### src/rtl/instruction_fetch_unit.sv
// Instruction fetch: owns the PC, handshakes with instruction memory,
// and delivers one instruction per fetch_start with a valid pulse.
module instruction_fetch_unit #(
  parameter int                ADDR_W   = 8,
  parameter int                INSTR_W  = 16,
  parameter logic [ADDR_W-1:0] RESET_PC = '0,
  parameter int                MAX_WAIT = 15
) (
  input  logic               clock,
  input  logic               reset,
  input  logic               fetch_start,
  input  logic [ADDR_W-1:0]  PCNext,
  input  logic               branch_taken,
  input  logic [ADDR_W-1:0]  branch_target,
  input  logic               halt,
  input  logic               imem_ready,
  input  logic [INSTR_W-1:0] imem_data,
  output logic [ADDR_W-1:0]  PC,
  output logic [ADDR_W-1:0]  imem_addr,
  output logic               imem_req,
  output logic [INSTR_W-1:0] instr,
  output logic               instr_valid,
  output logic               busy,
  output logic               halted,
  output logic               fetch_error
);

  localparam int CW = (MAX_WAIT > 0) ? $clog2(MAX_WAIT + 1) : 1;
  localparam logic [CW-1:0] LIMIT =
    CW'((MAX_WAIT > 0) ? MAX_WAIT - 1 : 0);

  typedef enum logic [2:0] {
    S_IDLE,
    S_REQ,
    S_DONE,
    S_HALT,
    S_ERR
  } state_t;

  state_t        state;
  logic          first;
  logic [CW-1:0] cnt;

  assign imem_addr = PC;

  always_ff @(posedge clock or posedge reset) begin
    if (reset) begin
      state       <= S_IDLE;
      PC          <= RESET_PC;
      first       <= 1'b1;
      cnt         <= '0;
      instr       <= '0;
      instr_valid <= 1'b0;
      imem_req    <= 1'b0;
      busy        <= 1'b0;
      halted      <= 1'b0;
      fetch_error <= 1'b0;
    end else begin
      instr_valid <= 1'b0;
      case (state)
        S_IDLE: begin
          if (halt) begin
            state  <= S_HALT;
            halted <= 1'b1;
          end else if (fetch_start) begin
            // the very first fetch uses RESET_PC as-is
            if (!first) begin
              PC <= branch_taken ? branch_target : PCNext;
            end
            first    <= 1'b0;
            cnt      <= '0;
            state    <= S_REQ;
            imem_req <= 1'b1;
            busy     <= 1'b1;
          end
        end
        S_REQ: begin
          if (imem_ready) begin
            instr       <= imem_data;
            instr_valid <= 1'b1;
            imem_req    <= 1'b0;
            state       <= S_DONE;
          end else if (MAX_WAIT != 0 && cnt == LIMIT) begin
            imem_req    <= 1'b0;
            busy        <= 1'b0;
            fetch_error <= 1'b1;
            state       <= S_ERR;
          end else if (cnt != '1) begin
            cnt <= cnt + 1'b1;
          end
        end
        S_DONE: begin
          busy  <= 1'b0;
          state <= S_IDLE;
        end
        default: begin
          state <= state;
        end
      endcase
    end
  end

endmodule
### config.mk
export PLATFORM = sky130hd
export DESIGN_NAME = instruction_fetch_unit
export DESIGN_NICKNAME = d
export VERILOG_FILES = /design/src/rtl/instruction_fetch_unit.sv
export SDC_FILE = /design/constraint.sdc
export NUM_CORES = 1
export LEC_CHECK = 0
export ABC_CLOCK_PERIOD_IN_PS = 1760
export CAP_MARGIN = 25
export CORE_ASPECT_RATIO = 1.5
export CORE_MARGIN = 10
export CORE_UTILIZATION = 43
export CTS_BUF_LIST = sky130_fd_sc_hd__clkbuf_4
export CTS_CLUSTER_DIAMETER = 100
export CTS_CLUSTER_SIZE = 14
export DETAILED_ROUTE_END_ITERATION = 8
export PLACE_DENSITY = 0.82
export SLEW_MARGIN = 20
export SYNTH_ARGS = -nofsm -noshare
export SYNTH_HDL_FRONTEND = slang
export SYNTH_SLANG_ARGS = --single-unit
### constraint.sdc
create_clock -name clock -period 1.76 [get_ports clock]
set_input_delay 0.264 -clock clock [delete_from_list [all_inputs] [get_ports clock]]
set_output_delay 0.264 -clock clock [all_outputs]
set_load 0.01 [all_outputs]
==> impl_metrics.yaml <==
finish:
  antenna_cells: 0
  fillers: 297
  nNetsFinal: 245
  stdcell_area_mm2: 0.002562
  area_growth_pct: 48.19
  utilization_pct: 65.31
  drive_gt1_share_pct: 18.45
critical_path:
  crit_path_top_delay_cell: "clkdlybuf4s50_1"
  startpoint_type: "flip-flop"
  critical-path-top-delay-family: "buffers and inverters"
  crit_start: "PC[0]"
  critPathKind: "reg2out"
  r2r-start: "cnt[0]"
  cpPeakStageDelay_ns: 0.56
  required_ns: 1.50
  cp_cell_sequence: "clkdlybuf4s50_1"
  worst-path-buf-inv: 1
  cp.arrival_ns: 1.29
  crit_path_end_kind: "output pin"
  cp_max_fo: 3
routing:
  drtIter0Drc: 31
  num_vias: 1260
  first_pass_iters: 4
  wl_um: 4367
  route.detailed.drc: 0
  ant_nets: 0
  viasPerCell: 5.020
  wire_per_inst_um: 17.40
status:
  status: "completed"
clock_network:
  max-clock-path-buffers: 2
  insertion_delay_ns: 0.33
  clkTransAtPathRegs_ns: 0.10
  cts_setup_buffers: 0
  htreeDepth: 2
  cts_resized: 0
  tritoncts: "built"
  hold_buffers: 0
  cts-buffers-inserted: 5
  clock-sinks: 37
  clockRootBuffer: "clkbuf_4"
timing:
  tightestPinTransition_ns: 0.3805
  fmax_mhz: 642.9
  fin_crit_sh_pct: 88.38
  rsz0062_at_grt: "no"
  min_period_ns: 1.556
  finalSetupViolations: 0
  finalHoldViolations: 0
  slew_viol_final: 0
  skew_ns: 0.004894
  slew_headroom_pct: 74.64
pwr:
  power.density_mw_per_mm2: 1493
  p_leak_nw: 1.116
  power.total_w: 0.003826
  irDropWorstVdd_v: 0.001067
logic_synthesis:
  synth_adder_area_share_pct: 1.447
  ys_warn_count: 0
  syn_area_per_cell_um2: 13.72
  synth.most_common_cell: "dfrtp_1"
  synth_area_leader_cell: "dfrtp_1"
  synth_top_area_share_pct: 52.10
  ys_ff_latch: 37
  synth_compound_area_share_pct: 6.006
  syn_inst: 126
  synth_edf_count: 0
  synth_top_family_by_area: "multiplexers"
  synth_simple_gate_area_share_pct: 7.236
  syn_nets: 166
  synth_area_mm2: 0.001729
  netlist_top_cells_count: "dfrtp_1, mux2_1, buf_4, mux2_2, mux2_4"
  yosysSeqAreaShare_pct: 53.62
  synth_mux_area_share_pct: 24.96
  synth_xor_area_share_pct: 0
  synth_area_leaders: "dfrtp_1, mux2_1, mux2_4, mux2_2, buf_4"
  yosysUniqueCellTypes: 33
  synthFlopType: "dfrtp_1"
  async_flop_share_pct: 100.0
place:
  portBuffers: 74
  gp_congestion: 0.7984
  dpl.hpwl_um: 3674
  place_area_mm2: 0.002507
die:
  dieArea_mm2: 0.007010
  die_h_um: 97.67
  start_util_pct: 44.07
  core-area_mm2: 0.003924
  io-pin-count: 75
  dieWidth_um: 71.78
  rows: 28
run:
  drv_cap: 0
global_routing:
  antenna_found_initial: 0
  grt_pass1_wl_um: 7320
  track_usage_pct: 12.82
  grt_max_degree: 22
  overflow: 0
  grt_pass1_vias: 1423
worst_hold_path:
  hold_class: "in2async"
==> routing by layer <==
metal / GRT usage [%] / share of wire, %
met1: 13.58 / 38
met2: 22.07 / 52
met3: 5.215 / 8.5
met4: 4.185 / 1.6
met5: 0 / 0
==> layout make-up <==
| cell class | instances | area [µm²] | area share [%] |
|---|---|---|---|
| clock buffer | 6 | 45.04 | 1.758 |
| clock inverter | 2 | 10.01 | 0.3906 |
| inverter | 6 | 22.52 | 0.8789 |
| multi-input combinational | 71 | 685.7 | 26.76 |
| sequential | 37 | 927.1 | 36.18 |
| tap | 45 | 56.30 | 2.197 |
| timing repair buffer | 84 | 815.8 | 31.84 |
==> power breakdown <==
part / total, W / internal [W] / switching (W)
Sequential: 0.00153 / 0.00123 / 0.000300
Clock: 0.000427 / 0.000168 / 0.000259
Combinational: 0.00187 / 0.00118 / 0.000682
Total: 0.00383 / 0.00258 / 0.00124
==> registers in the layout, summed over array words and instances (netlist names) <==
| register | cells |
|---|---|
| halted | 1 |
| cnt | 4 |
| imem_req | 1 |
| instr | 16 |
| busy | 1 |
| instr_valid | 1 |
| first | 1 |
| fetch_error | 1 |
| PC | 8 |
| state | 3 |
==> cell families (layout without fill, tap and decap cells) <==
group,count (synthesis),count (layout)
and+or+nand+nor,19,19
adders and majority gates,2,2
muxes,36,36
buffers and inverters,18,98
AOI/OAI and AO/OA,14,14
DFF,37,37
==> per-stage QoR <==
stage	TNS, ns	hold WS, ns	setup WS [ns]	std cells
2_1_floorplan	0	0.3807	0.3027	126
3_3_place_gp	0	0.4550	0.05060	243
3_5_place_dp	-0.005484	0.4543	-0.005484	243
4_1_cts	0	0.1383	0.1858	251
5_1_grt	0	0.1922	0.06121	251
6_report	0	0.1546	0.2044	251
==> placed cells by master, fill, tap and decap left out, drive strengths merged, types with 3 or more instances in the layout <==
cell           count
nor2               4
nor3               3
clkbuf             6
a21o               3
mux2i              3
inv                6
mux2              33
clkdlybuf4s50     74
buf               10
dfrtp             36
==> path summary, 6_finish.rpt <==
kind                       slack [ns]          end  depth (start not counted)
setup reg to reg                 0.23     state[1]                          5
hold reg to reg                  0.48  fetch_error                          1
hold / removal                   0.15       halted                          2
max in group asynchronous        1.08    instr[10]                          3
min in group clock               0.48  fetch_error                          1
setup / recovery                 0.20        PC[0]                          1
Note: power is estimated with default switching activity, not from simulation.
